==> config.mk <==
export PLATFORM = sky130hd
export DESIGN_NAME = uart_rx_oversampled
export DESIGN_NICKNAME = d
export VERILOG_FILES = /design/src/rtl/debug_pkg.sv /design/src/rtl/baud_tick_gen.sv /design/src/rtl/uart_rx_oversampled.sv
export SDC_FILE = /design/constraint.sdc
export NUM_CORES = 1
export LEC_CHECK = 0
export ABC_AREA = 1
export BUFFER_PORTS_ARGS = -buffer_cell sky130_fd_sc_hd__buf_4
export CAP_MARGIN = 5
export CORE_UTILIZATION = 38
export DETAILED_ROUTE_END_ITERATION = 6
export PLACE_DENSITY = 0.61
export SLEW_MARGIN = 30
export SYNTH_ARGS = -nofsm -noshare
export SYNTH_HDL_FRONTEND = slang
export SYNTH_HIERARCHICAL = 1
export SYNTH_SLANG_ARGS = --single-unit
==> constraint.sdc <==
create_clock -name clk -period 3.3 [get_ports clk]
set_input_delay 0.165 -clock clk [delete_from_list [all_inputs] [get_ports clk]]
set_output_delay 0.165 -clock clk [all_outputs]
set_load 0.02 [all_outputs]
==> src/rtl/debug_pkg.sv <==
// Shared constants for the debug unit: frame geometry, command bytes and the
// receiver state encoding.
package debug_pkg;

    localparam int unsigned OVERSAMPLE = 16;
    localparam int unsigned DATA_BITS  = 8;

    localparam logic [7:0] CMD_LOAD = 8'h01;
    localparam logic [7:0] CMD_FAST = 8'h02;
    localparam logic [7:0] CMD_STEP = 8'h03;

    localparam logic [2:0] ST_IDLE  = 3'd0;
    localparam logic [2:0] ST_START = 3'd1;
    localparam logic [2:0] ST_DATA  = 3'd2;
    localparam logic [2:0] ST_STOP  = 3'd3;
    localparam logic [2:0] ST_BREAK = 3'd4;

endpackage

==> src/rtl/baud_tick_gen.sv <==
// Oversampling tick generator: one-cycle tick every DIV clocks,
// DIV = round(CLK_FREQ / (BAUD * OVERSAMPLE)). Shared with the transmitter.
module baud_tick_gen #(
    parameter int unsigned CLK_FREQ   = 50_000_000,
    parameter int unsigned BAUD       = 19_200,
    parameter int unsigned OVERSAMPLE = 16
) (
    input  logic clk,
    input  logic rst,
    output logic tick
);

    localparam int unsigned DIV = (CLK_FREQ + (BAUD * OVERSAMPLE) / 2) / (BAUD * OVERSAMPLE);
    localparam int unsigned CW  = (DIV > 1) ? $clog2(DIV) : 1;
    localparam logic [CW-1:0] CNT_LAST = CW'(DIV - 1);

    logic [CW-1:0] cnt_q, cnt_d;

    // Free-running divider, wraps from DIV-1 back to 0.
    always_comb begin
        cnt_d = (cnt_q == CNT_LAST) ? '0 : cnt_q + 1'b1;
    end

    // Divider register, synchronous active-low reset.
    always_ff @(posedge clk) begin
        if (!rst) cnt_q <= '0;
        else      cnt_q <= cnt_d;
    end

    assign tick = (cnt_q == CNT_LAST);

endmodule

==> src/rtl/uart_rx_oversampled.sv <==
// 8N1 UART receiver, 16x oversampled. Delivers each good byte with a one-cycle
// done strobe; a low stop bit gives a one-cycle frame-error strobe and parks
// the FSM in BREAK until the line returns high.
module uart_rx_oversampled #(
    parameter int unsigned CLK_FREQ   = 50_000_000,
    parameter int unsigned BAUD       = 19_200,
    parameter int unsigned DATA_BITS  = debug_pkg::DATA_BITS,
    parameter int unsigned OVERSAMPLE = debug_pkg::OVERSAMPLE,
    parameter int unsigned STOP_TICKS = 16
) (
    input  logic                 clk,
    input  logic                 rst,
    input  logic                 i_rx,
    output logic [DATA_BITS-1:0] o_rx_data,
    output logic                 os_rx_done,
    output logic                 os_frame_err
);
    import debug_pkg::*;

    localparam int unsigned SMAX = (OVERSAMPLE > STOP_TICKS) ? OVERSAMPLE : STOP_TICKS;
    localparam int unsigned SCW  = (SMAX > 1) ? $clog2(SMAX) : 1;
    localparam int unsigned NCW  = (DATA_BITS > 1) ? $clog2(DATA_BITS) : 1;

    localparam logic [SCW-1:0] S_HALF = SCW'(OVERSAMPLE / 2 - 1);
    localparam logic [SCW-1:0] S_FULL = SCW'(OVERSAMPLE - 1);
    localparam logic [SCW-1:0] S_STOP = SCW'(STOP_TICKS - 1);
    localparam logic [NCW-1:0] N_LAST = NCW'(DATA_BITS - 1);

    logic                 tick;
    logic                 rx_meta_q, rx_s_q;
    logic [2:0]           state_q, state_d;
    logic [SCW-1:0]       s_cnt_q, s_cnt_d;
    logic [NCW-1:0]       n_cnt_q, n_cnt_d;
    logic [DATA_BITS-1:0] shreg_q, shreg_d;
    logic [DATA_BITS-1:0] data_q, data_d;
    logic                 done_q, done_d;
    logic                 ferr_q, ferr_d;

    baud_tick_gen #(
        .CLK_FREQ   (CLK_FREQ),
        .BAUD       (BAUD),
        .OVERSAMPLE (OVERSAMPLE)
    ) u_tick (
        .clk  (clk),
        .rst  (rst),
        .tick (tick)
    );

    // Two-flop synchroniser for the asynchronous line; resets to idle-high.
    always_ff @(posedge clk) begin
        if (!rst) begin
            rx_meta_q <= 1'b1;
            rx_s_q    <= 1'b1;
        end else begin
            rx_meta_q <= i_rx;
            rx_s_q    <= rx_meta_q;
        end
    end

    // Receive FSM: start qualification at mid start bit, mid-bit data sampling, stop check.
    always_comb begin
        state_d = state_q;
        s_cnt_d = s_cnt_q;
        n_cnt_d = n_cnt_q;
        shreg_d = shreg_q;
        data_d  = data_q;
        done_d  = 1'b0;
        ferr_d  = 1'b0;
        case (state_q)
            ST_IDLE: begin
                if (!rx_s_q) begin
                    state_d = ST_START;
                    s_cnt_d = '0;
                end
            end
            ST_START: begin
                if (tick) begin
                    if (s_cnt_q == S_HALF) begin
                        if (!rx_s_q) begin
                            state_d = ST_DATA;
                            s_cnt_d = '0;
                            n_cnt_d = '0;
                        end else begin
                            state_d = ST_IDLE;
                        end
                    end else begin
                        s_cnt_d = s_cnt_q + 1'b1;
                    end
                end
            end
            ST_DATA: begin
                if (tick) begin
                    if (s_cnt_q == S_FULL) begin
                        shreg_d = {rx_s_q, shreg_q[DATA_BITS-1:1]};
                        s_cnt_d = '0;
                        if (n_cnt_q == N_LAST) state_d = ST_STOP;
                        else                   n_cnt_d = n_cnt_q + 1'b1;
                    end else begin
                        s_cnt_d = s_cnt_q + 1'b1;
                    end
                end
            end
            ST_STOP: begin
                if (tick) begin
                    if (s_cnt_q == S_STOP) begin
                        if (rx_s_q) begin
                            data_d  = shreg_q;
                            done_d  = 1'b1;
                            state_d = ST_IDLE;
                        end else begin
                            ferr_d  = 1'b1;
                            state_d = ST_BREAK;
                        end
                    end else begin
                        s_cnt_d = s_cnt_q + 1'b1;
                    end
                end
            end
            ST_BREAK: begin
                if (rx_s_q) state_d = ST_IDLE;
            end
            default: state_d = ST_IDLE;
        endcase
    end

    // FSM, counters, shift register and registered outputs.
    always_ff @(posedge clk) begin
        if (!rst) begin
            state_q <= ST_IDLE;
            s_cnt_q <= '0;
            n_cnt_q <= '0;
            shreg_q <= '0;
            data_q  <= '0;
            done_q  <= 1'b0;
            ferr_q  <= 1'b0;
        end else begin
            state_q <= state_d;
            s_cnt_q <= s_cnt_d;
            n_cnt_q <= n_cnt_d;
            shreg_q <= shreg_d;
            data_q  <= data_d;
            done_q  <= done_d;
            ferr_q  <= ferr_d;
        end
    end

    assign o_rx_data    = data_q;
    assign os_rx_done   = done_q;
    assign os_frame_err = ferr_q;

endmodule
==> flow_metrics.env, run 1 <==
export IMPL_final_layout_size_suffix_gt1_frac=0.1767
export IMPL_number_of_antenna_violations_at_the_first_check_in_global_routing=0
export IMPL_totalWireLength_mm=3.373
export IMPL_rrSetupSlack_ps=1630
export IMPL_worst_pin_slew_ps=409.3
export IMPL_slowest_stage="sky130_fd_sc_hd__dfxtp_1"
export IMPL_vias=1521
export IMPL_worstHoldPathCells=2
export IMPL_post_synth_num_cell_types=28
export IMPL_worstPathRequired_ps=3480
export IMPL_finalHoldViolCount=0
export IMPL_postSynthCellCount=251
export IMPL_ys_ff_latch=38
export IMPL_total_global_routing_track_utilization=0.1496
export IMPL_first_pass_iters=4
export IMPL_grt_max_degree=28
export IMPL_floorplan_die_area_um2=5031
export IMPL_crit_chain="inv_1 > ha_1 > nand2_1 > nor2_1 > nand2_2 > inv_1 > o21ai_1 > nor2_2 > nand2_1 > a21oi_1 > nor2_1"
export IMPL_antenna_diode_count=0
export IMPL_number_of_drc_violations_after_detailed_routing=0
export IMPL_synth_compound_gate_area_share=0.09979
export IMPL_clock_tree_htree_level_count=2
export IMPL_worst_r2r_startpoint="u_tick/cnt_q[0]"
export IMPL_globalRouteOverflowTotal=0
export IMPL_pin_count=13
export IMPL_max_freq_ghz=0.5973
export IMPL_place_congestion=0.8669
export IMPL_layout_core_utilization=0.4522
export IMPL_ff2ff_path_depth=11
export IMPL_nets=275
export IMPL_syn_nets=259
export IMPL_r2r_end="s_cnt_q[2]"
export IMPL_row_count=24
export IMPL_finalWorstPathRequiredPeriod_ps=1674
export IMPL_cts_hold_fix_buffers=0
export IMPL_timing_final_max_slew_violations=0
export IMPL_max_stage_delay_ps=330
export IMPL_synth_mux_area_frac=0
export IMPL_proportion_of_synthesized_chip_area_in_sequential_cells=0.4213
export IMPL_worst_skew_pair_late_latency_ps=280
export IMPL_status="finished clean"
export IMPL_static_leak_nw=0.9029
export IMPL_cp_end_kind="flip-flop"
export IMPL_die_w_um=70.93
export IMPL_first_global_vias=1321
export IMPL_synth_top_family_by_area="simple AND/OR/NAND/NOR gates"
export IMPL_initial_utilization=0.4035
export IMPL_cp_max_fo=7
export IMPL_post_cts_setup_buffer_count=0
export IMPL_peakVddDrop_mv=0.3136
export IMPL_critPathArrivalTime_ps=1850
export IMPL_tritoncts="built"
export IMPL_power_density_cell_area_nw_per_um2=658.6
export IMPL_cts_made_buffers=5
export IMPL_post_dp_cell_area_um2=1941
export IMPL_timing_final_crit_share=0.5074
export IMPL_hold_path_startpoint="i_rx"
export IMPL_clk_pin_slew_worst_paths_ps=70
export IMPL_max_cap_violations=0
export IMPL_critPathKind="flip-flop to flip-flop"
export IMPL_finalSetupViolCount=0
export IMPL_fp_dieH_um=70.93
export IMPL_cts_root_to_sink_buffers=2
export IMPL_fill_cells=471
export IMPL_timing_setup_tns_ps=0
export IMPL_antenna_violating_nets_post_route=0
export IMPL_synth_fa_ha_area_frac=0.03465
export IMPL_cts_root_buf="sky130_fd_sc_hd__clkbuf_8"
export IMPL_finClkSkew_ps=5.137
export IMPL_hold_path_class="input port to flip-flop"
export IMPL_postSynthAreaPerCell_um2=7.193
export IMPL_vias_per_cell=4.783
export IMPL_design_core_area_um2=4474
export IMPL_maxSlewHeadroom=0.7267
export IMPL_layout_cell_area_non_filler_um2=2023
export IMPL_total_power_mw=1.333
export IMPL_buffer_ports_inserted=12
export IMPL_post_synth_xor_xnor_area=0.009702
export IMPL_syn_area_um2=1805
export IMPL_min_to="rx_meta_q"
export IMPL_synth_simple_gate_area_share=0.3728
export IMPL_area_growth_synth_to_final_pct=12.06
export IMPL_rsz0062_at_grt="false"
export IMPL_synthesis_yosys_warnings=6
export IMPL_seq_area_um2=760.7
export IMPL_drt_initial_drc_count=59
export IMPL_synth_edff_count=0
export IMPL_synthArstFlopShare=0
export IMPL_multi_input_area_um2=933.4
export IMPL_detail_route_wl_per_cell_um=10.61
export IMPL_clkSinkCount=38
export IMPL_post_cts_resize_count=0
export IMPL_holdWs_ps=71.36
export IMPL_wire_length_of_the_first_global_routing_pass_mm=5.934
export IMPL_startpoint_type="flip-flop"
export IMPL_synth_flop_cell="sky130_fd_sc_hd__dfxtp_1"
export IMPL_detailed_place_hpwl_mm=2.439
## logic make-up (layout without fill, tap and decap cells)
| logic type | Yosys count | count (layout) |
|---|---|---|
| adder cells (fa/ha/maj) | 5 | 5 |
| AO/OA/AOI/OAI | 33 | 33 |
| flip-flops | 38 | 38 |
| AND/OR/NAND/NOR | 146 | 146 |
| XOR/XNOR | 2 | 2 |
| buffers and inverters | 27 | 42 |
## cells in the final DEF, fill, tap and decap left out
cell / count
sky130_fd_sc_hd__nand3_2: 4
sky130_fd_sc_hd__or2_0: 1
sky130_fd_sc_hd__nor2_4: 2
sky130_fd_sc_hd__o21ai_1: 1
sky130_fd_sc_hd__inv_2: 3
sky130_fd_sc_hd__clkinv_2: 1
sky130_fd_sc_hd__clkbuf_8: 6
sky130_fd_sc_hd__a21oi_2: 4
sky130_fd_sc_hd__nand2_2: 6
sky130_fd_sc_hd__and2_1: 1
sky130_fd_sc_hd__or2_2: 2
sky130_fd_sc_hd__nand4_1: 2
sky130_fd_sc_hd__dfxtp_1: 38
sky130_fd_sc_hd__nand2_1: 46
sky130_fd_sc_hd__buf_4: 12
sky130_fd_sc_hd__inv_1: 20
sky130_fd_sc_hd__nand3b_1: 2
sky130_fd_sc_hd__nand3_1: 18
sky130_fd_sc_hd__nand2_4: 1
sky130_fd_sc_hd__a21oi_1: 7
sky130_fd_sc_hd__nor2_2: 6
sky130_fd_sc_hd__xnor2_1: 1
sky130_fd_sc_hd__ha_1: 5
sky130_fd_sc_hd__xor2_1: 1
sky130_fd_sc_hd__o21ai_0: 21
sky130_fd_sc_hd__nor2_1: 53
sky130_fd_sc_hd__nor3_1: 2
## per-layer routing
metal,up-vias,share of wire,track usage
met5,-,0,0
met1,662,0.54,0.2203
met4,0,0.012,0.07111
li1,831,-,-
met2,24,0.40,0.2009
met3,4,0.043,0.03846
## synth_stat cells, types with 2 or more instances
| cell type | instances | share of area |
|---|---|---|
| sky130_fd_sc_hd__a21oi_1 | 7 | 0.019 |
| sky130_fd_sc_hd__a21oi_2 | 4 | 0.019 |
| sky130_fd_sc_hd__dfxtp_1 | 38 | 0.42 |
| sky130_fd_sc_hd__ha_1 | 5 | 0.035 |
| sky130_fd_sc_hd__inv_1 | 20 | 0.042 |
| sky130_fd_sc_hd__inv_2 | 3 | 0.0062 |
| sky130_fd_sc_hd__nand2_1 | 46 | 0.096 |
| sky130_fd_sc_hd__nand2_2 | 6 | 0.021 |
| sky130_fd_sc_hd__nand3_1 | 18 | 0.050 |
| sky130_fd_sc_hd__nand3_2 | 4 | 0.022 |
| sky130_fd_sc_hd__nand3b_1 | 2 | 0.0083 |
| sky130_fd_sc_hd__nand4_1 | 2 | 0.0069 |
| sky130_fd_sc_hd__nor2_1 | 53 | 0.11 |
| sky130_fd_sc_hd__nor2_2 | 6 | 0.021 |
| sky130_fd_sc_hd__nor2_4 | 2 | 0.012 |
| sky130_fd_sc_hd__nor3_1 | 2 | 0.0055 |
| sky130_fd_sc_hd__o21ai_0 | 21 | 0.058 |
| sky130_fd_sc_hd__or2_2 | 2 | 0.0069 |
## through the flow
step,setup slack [ps],cells
detailed placement,1611,312
global placement,1652,312
global route,1386,318
finish,1626,318
CTS,1611,318
floorplan,1768,251
## report_power, final
part | switching [mW] | internal [mW] | total (mW)
Sequential | 0.0654 | 0.509 | 0.574
Combinational | 0.291 | 0.160 | 0.451
Clock | 0.147 | 0.161 | 0.308
## area by class of cell
class,instances,area share
inverter,24,0.04515
tap,52,0.03216
timing repair buffer,12,0.04453
multi-input combinational,186,0.4613
clock buffer,6,0.04082
sequential,38,0.3760
## flip-flops by register name, indices dropped and copies added, names as in the netlist
register / cells
s_cnt_q: 4
o_rx_data: 8
shreg_q: 8
rx_s_q: 1
os_frame_err: 1
u_tick/cnt_q: 8
os_rx_done: 1
state_q: 3
rx_meta_q: 1
n_cnt_q: 3
## how the worst max path moves through the flow
| stage | to | start | slack [ps] |
|---|---|---|---|
| floorplan | state_q[0] | u_tick/cnt_q[0] | 1770 |
| global placement | s_cnt_q[2] | u_tick/cnt_q[0] | 1650 |
| detailed placement | s_cnt_q[2] | u_tick/cnt_q[0] | 1610 |
| CTS | s_cnt_q[2] | u_tick/cnt_q[0] | 1610 |
| global route | s_cnt_q[2] | u_tick/cnt_q[0] | 1390 |
| finish | s_cnt_q[2] | u_tick/cnt_q[0] | 1630 |
## worst max-delay path: cells and delay by family (launching register included)
kind                     cells  cell delay [ps]
AND/OR/NAND/NOR              6              620
flip-flops                   1              330
adder cells (fa/ha/maj)      1              160
buffers and inverters        2              240
AO/OA/AOI/OAI                2              230
Power figures use the tool's default switching activity.
==> run 2: changes to the inputs <==
==> constraint.sdc (replaced) <==
create_clock -name clk -period 1.55 [get_ports clk]
set_input_delay 0.0775 -clock clk [delete_from_list [all_inputs] [get_ports clk]]
set_output_delay 0.0775 -clock clk [all_outputs]
set_load 0.02 [all_outputs]
==> run 2 against run 1 <==
Compared with the run above:
- the flow now finishes with violations (negative setup slack)
- clock-buffer cell count unchanged
- routed wire length is 9.5% higher
- first-iteration DRC count is 86% higher
- maximum frequency increased by 7.6%
- cell count rose by 5.3%
- register-to-register slack got worse by 1600 ps
- highest routed layer unchanged
==> flow_metrics.env, run 2 (synthesis gave the netlist of run 1 again) <==
export IMPL_cts_root_buf="sky130_fd_sc_hd__clkbuf_8"
export IMPL_maxSlewHeadroom=0.8207
export IMPL_die_w_um=70.93
export IMPL_power_density_cell_area_nw_per_um2=1437
export IMPL_clkPwrFrac=0.265
export IMPL_power_switching_mw=1.171
export IMPL_row_count=24
export IMPL_totalWireLength_mm=3.692
export IMPL_fp_dieH_um=70.93
export IMPL_worstPathRequired_ps=1760
export IMPL_globalRouteOverflowTotal=0
export IMPL_timing_final_max_slew_violations=0
export IMPL_design_core_area_um2=4474
export IMPL_cts_made_buffers=5
export IMPL_first_pass_iters=4
export IMPL_fin_ws_ps=-6.640
export IMPL_max_cap_violations=0
export IMPL_floorplan_die_area_um2=5031
export IMPL_comb_power_share=0.359
export IMPL_number_of_antenna_violations_at_the_first_check_in_global_routing=0
export IMPL_static_leak_nw=0.9972
export IMPL_worst_pin_slew_ps=268.5
export IMPL_critPathKind="flip-flop to flip-flop"
export IMPL_worst_skew_pair_late_latency_ps=280
export IMPL_tritoncts="built"
export IMPL_final_cell_mix="sky130_fd_sc_hd__nor2_1, sky130_fd_sc_hd__nand2_1, sky130_fd_sc_hd__dfxtp_1"
export IMPL_detail_route_wl_per_cell_um=11.02
export IMPL_first_global_vias=1336
export IMPL_nets=291
export IMPL_violations="negative setup slack"
export IMPL_cp_end_kind="flip-flop"
export IMPL_buffer_ports_inserted=12
export IMPL_finalHoldViolCount=0
export IMPL_timing_final_crit_share=1.004
export IMPL_critPathArrivalTime_ps=1770
export IMPL_pin_count=13
export IMPL_slowest_stage="sky130_fd_sc_hd__dfxtp_2"
export IMPL_peakVddDrop_mv=0.9445
export IMPL_layout_cell_area_non_filler_um2=2227
export IMPL_clock_tree_htree_level_count=2
export IMPL_total_global_routing_track_utilization=0.1493
export IMPL_number_of_drc_violations_after_detailed_routing=0
export IMPL_initial_utilization=0.4035
export IMPL_cp_common_cell="sky130_fd_sc_hd__nand2_1"
export IMPL_finalWorstPathRequiredPeriod_ps=1557
export IMPL_cts_root_to_sink_buffers=2
export IMPL_cp_max_fo=7
export IMPL_vias=1616
export IMPL_crit_chain="inv_2 > ha_1 > nand2_1 > nor2_1 > nand2_2 > inv_4 > nand2_1 > nor2_4 > buf_4 > o21ai_0 > a21oi_1"
export IMPL_wire_length_of_the_first_global_routing_pass_mm=5.899
export IMPL_clkSinkCount=38
export IMPL_fill_cells=452
export IMPL_rsz0062_at_grt="true"
export IMPL_power_frac_seq=0.377
export IMPL_finClkSkew_ps=4.083
export IMPL_drt_initial_drc_count=110
export IMPL_status="finished, violations left"
export IMPL_area_growth_synth_to_final_pct=23.35
export IMPL_antenna_diode_count=0
export IMPL_vias_per_cell=4.824
export IMPL_startpoint_type="flip-flop"
export IMPL_max_freq_ghz=0.6424
export IMPL_hold_path_class="input port to flip-flop"
export IMPL_detailed_place_hpwl_mm=2.537
export IMPL_max_stage_delay_ps=320
export IMPL_switching_share=0.3658
export IMPL_post_dp_cell_area_um2=2046
export IMPL_internal_power_mw=2.030
export IMPL_antenna_violating_nets_post_route=0
export IMPL_mostFrequentLayoutCell="sky130_fd_sc_hd__nor2_1"
export IMPL_layout_core_utilization=0.4978
export IMPL_grt_max_degree=28
export IMPL_finalSetupViolCount=1
export IMPL_place_congestion=0.8470
export IMPL_clk_pin_slew_worst_paths_ps=70
export IMPL_total_power_mw=3.201
export IMPL_final_layout_size_suffix_gt1_frac=0.2650
-- run 2: cell count changes in the layout (fill, tap and decap cells not counted), moves of 3 or more --
cell                      change
sky130_fd_sc_hd__dfxtp_2      +3
sky130_fd_sc_hd__buf_4       +15
sky130_fd_sc_hd__dfxtp_1      -3
sky130_fd_sc_hd__inv_1        -3
sky130_fd_sc_hd__nor2_4       +3
-- run 2: worst paths after layout --
check                                startpoint         end  slack (ps)  depth (start not counted)
worst min register to register        rx_meta_q      rx_s_q         420                          1
worst max-delay path            u_tick/cnt_q[0]  shreg_q[7]          -7                         11
worst min-delay path                        rst  state_q[1]         170                          3
worst max register to register  u_tick/cnt_q[0]  shreg_q[7]          -7                         11
-- run 2: metal layers --
layer  track usage  part of all wire  up-vias
met4       0.06000            0.0087        0
li1              -                 -      866
met3       0.03134             0.040        4
met5             0                 0        -
met2        0.2083              0.42       36
met1        0.2223              0.53      710
-- run 2: cell type report --
type	count	area [um^2]	area share
flip-flops and latches	38	764.5	0.3433
clock inverters	1	30.03	0.01348
clock buffers	6	82.58	0.03708
well taps	52	65.06	0.02921
inverters	24	96.34	0.04326
repair buffers	28	212.7	0.09551
multi-input cells	186	975.9	0.4382
-- run 2: repair_timing --
| item | 4_1_cts | 5_1_grt |
|---|---|---|
| resized for setup | 1 | 17 |
| setup endpoints to repair | 4 | 25 |
| pin swaps | 0 | 7 |
| hold endpoints to repair | 1 | 0 |
| cloned | 0 | 0 |
| setup buffers | 0 | 1 |
| hold buffers | 1 | 0 |
-- run 2: power by group through the flow --
| stage | logic (mW) | clock network, mW | registers, mW |
|---|---|---|---|
| finish | 1.15 | 0.847 | 1.21 |
| global route | 1.30 | 0.913 | 1.23 |
| CTS | 1.06 | 0.871 | 1.20 |
| detailed placement | 1.06 | 0 | 1.22 |
| global placement | 1.05 | 0 | 1.22 |
| floorplan | 0.848 | 0 | 1.18 |
-- run 2: per-stage QoR --
step	TNS [ps]	setup slack [ps]	hold slack (ps)	cells
global placement	0	21.91	266.6	326
CTS	0	25.33	160.8	334
finish	-6.640	-6.640	166.6	335
floorplan	0	17.97	184.1	251
global route	-990.3	-120.4	184.7	335
detailed placement	-31.94	-19.20	273.7	326
-- run 2: worst max-delay path, delay by kind of cell (launching register included) --
kind                       cells  cell delay [ps]
AOI/OAI and AO/OA              2              190
and+or+nand+nor                5              570
DFF                            1              320
adders and majority gates      1              130
buffers and inverters          3              280
==> run 3: changes to the inputs <==
--- a/config.mk
+++ b/config.mk
@@ -11,6 +11,7 @@
 export CORE_UTILIZATION = 38
 export DETAILED_ROUTE_END_ITERATION = 6
 export PLACE_DENSITY = 0.61
+export SETUP_SLACK_MARGIN = 0.2
 export SLEW_MARGIN = 30
 export SYNTH_ARGS = -nofsm -noshare
 export SYNTH_HDL_FRONTEND = slang
==> constraint.sdc (replaced) <==
create_clock -name clk -period 1.9 [get_ports clk]
set_input_delay 0.095 -clock clk [delete_from_list [all_inputs] [get_ports clk]]
set_output_delay 0.095 -clock clk [all_outputs]
set_load 0.02 [all_outputs]
==> run 3 against run 2 <==
Compared with the run above:
- the run now ends clean
- global-route usage increased by 0.45 points
- routed wire length decreased by 6.9%
- sequential power decreased by 18%
- critical path depth unchanged
- largest power group unchanged
- first-iteration DRC count decreased by 12%
- non-clock buffer count decreased by 10
==> flow_metrics.env, run 3 (synthesis gave the netlist of run 1 again) <==
export IMPL_final_layout_size_suffix_gt1_frac=0.2263
export IMPL_critPathArrivalTime_ps=1790
export IMPL_worstHoldPathCells=3
export IMPL_fp_dieH_um=70.93
export IMPL_finalSetupViolCount=0
export IMPL_design_core_area_um2=4474
export IMPL_final_cell_mix="sky130_fd_sc_hd__nor2_1, sky130_fd_sc_hd__nand2_1, sky130_fd_sc_hd__dfxtp_1"
export IMPL_detail_route_wl_per_cell_um=10.54
export IMPL_grt_max_degree=28
export IMPL_buffer_ports_inserted=12
export IMPL_finalWorstPathRequiredPeriod_ps=1599
export IMPL_maxSlewHeadroom=0.7240
export IMPL_ff2ff_path_depth=11
export IMPL_floorplan_die_area_um2=5031
export IMPL_peakVddDrop_mv=0.5927
export IMPL_worst_r2r_startpoint="u_tick/cnt_q[0]"
export IMPL_critPathKind="flip-flop to flip-flop"
export IMPL_number_of_antenna_violations_at_the_first_check_in_global_routing=0
export IMPL_rsz0062_at_grt="true"
export IMPL_static_leak_nw=0.9409
export IMPL_nets=281
export IMPL_die_w_um=70.93
export IMPL_timing_final_max_slew_violations=0
export IMPL_clock_tree_htree_level_count=2
export IMPL_clkSinkCount=38
export IMPL_globalRouteOverflowTotal=0
export IMPL_status="finished clean"
export IMPL_clk_pin_slew_worst_paths_ps=70
export IMPL_r2r_end="s_cnt_q[2]"
export IMPL_finClkSkew_ps=4.178
export IMPL_number_of_drc_violations_after_detailed_routing=0
export IMPL_worst_pin_slew_ps=413.4
export IMPL_first_global_vias=1363
export IMPL_timing_setup_tns_ps=0
export IMPL_drt_initial_drc_count=97
export IMPL_antenna_violating_nets_post_route=0
export IMPL_multi_input_area_um2=949.7
export IMPL_place_congestion=0.8668
export IMPL_vias=1555
export IMPL_cts_made_buffers=5
export IMPL_fill_cells=462
export IMPL_timing_final_crit_share=0.8413
export IMPL_totalWireLength_mm=3.437
export IMPL_tritoncts="built"
export IMPL_mostFrequentLayoutCell="sky130_fd_sc_hd__nor2_1"
export IMPL_worst_skew_pair_late_latency_ps=290
export IMPL_max_cap_violations=0
export IMPL_hold_path_class="input port to flip-flop"
export IMPL_finalHoldViolCount=0
export IMPL_holdWs_ps=180.3
export IMPL_worstPathRequired_ps=2090
export IMPL_hold_path_startpoint="rst"
export IMPL_cp_max_fo=7
export IMPL_power_density_cell_area_nw_per_um2=1157
export IMPL_max_freq_ghz=0.6256
export IMPL_detailed_place_hpwl_mm=2.449
export IMPL_antenna_diode_count=0
export IMPL_seq_area_um2=763.2
export IMPL_wire_length_of_the_first_global_routing_pass_mm=6.106
export IMPL_cts_root_buf="sky130_fd_sc_hd__clkbuf_8"
export IMPL_row_count=24
export IMPL_startpoint_type="flip-flop"
export IMPL_initial_utilization=0.4035
export IMPL_total_global_routing_track_utilization=0.1538
export IMPL_cts_root_to_sink_buffers=2
export IMPL_rrSetupSlack_ps=300
export IMPL_area_growth_synth_to_final_pct=16.35
export IMPL_first_pass_iters=4
export IMPL_min_to="state_q[2]"
export IMPL_vias_per_cell=4.770
export IMPL_pin_count=13
export IMPL_cp_end_kind="flip-flop"
-- run 3: cell types whose count changed in the layout (fill, tap and decap cells not counted), sizes merged --
cell	delta
buf	-10
bufinv	-1
clkbuf	+1
clkinv	+1
-- run 3: worst max path at each step --
stage                    start    endpoint  cells after the start
2_1_floorplan  u_tick/cnt_q[0]  state_q[0]                     13
3_3_place_gp   u_tick/cnt_q[0]  s_cnt_q[2]                     11
3_5_place_dp   u_tick/cnt_q[0]  s_cnt_q[2]                     11
4_1_cts        u_tick/cnt_q[0]  s_cnt_q[2]                     11
5_1_grt        u_tick/cnt_q[0]  s_cnt_q[1]                     11
6_report       u_tick/cnt_q[0]  s_cnt_q[2]                     11
-- run 3: per-layer routing --
metal | vias up | GRT usage | wire (um)
met4 | 0 | 0.08667 | 74
met3 | 7 | 0.02991 | 115
met1 | 678 | 0.2157 | 1850
li1 | 845 | - | -
met5 | - | 0 | 0
met2 | 25 | 0.2201 | 1396
-- run 3: power breakdown --
group          switching [mW]  internal [mW]  leakage [nW]
Combinational           0.545          0.325         0.584
Sequential              0.111          0.884         0.309
Clock                   0.272          0.293        0.0482
Total                   0.929           1.50         0.941
-- run 3: area by class of cell --
cell class,count,share of cell area
Multi-Input combinational cell,186,0.4521
Tap cell,52,0.03097
Clock buffer,7,0.04110
Timing Repair Buffer,18,0.06552
Inverter,24,0.04467
Clock inverter,1,0.002382
Sequential cell,38,0.3633
-- run 3: worst max-delay path: stages (launching register included) --
cell and delay, ps:
sky130_fd_sc_hd__dfxtp_2 330, sky130_fd_sc_hd__inv_2 70, sky130_fd_sc_hd__ha_1 140, sky130_fd_sc_hd__nand2_1 50, sky130_fd_sc_hd__nor2_1 120, sky130_fd_sc_hd__nand2_2 100, sky130_fd_sc_hd__inv_4 90, sky130_fd_sc_hd__o21ai_1 80
sky130_fd_sc_hd__nor2_2 250, sky130_fd_sc_hd__nand2_2 100, sky130_fd_sc_hd__a21oi_2 120, sky130_fd_sc_hd__nor2_1 40
-- run 3: stage by stage --
step                      worst slack [ps]  std cells  cell area, um^2  utilization  total power, mW
after floorplan                      368.0        251             1805            -            1.657
after global placement               252.6        312             1941       0.4337            1.797
after detailed placement             215.7        312             1941       0.4337            1.800
after CTS                            214.9        321             2042       0.4564            2.370
after global routing                 154.2        326             2101       0.4695            2.634
final                                301.5        326             2101       0.4695            2.431
-- run 3: repair_timing --
item,4_1_cts,5_1_grt
hold buffers,1,0
gates resized for setup,0,11
setup endpoints to repair,0,26
buffers inserted,0,5
endpoints found under the hold margin,1,0
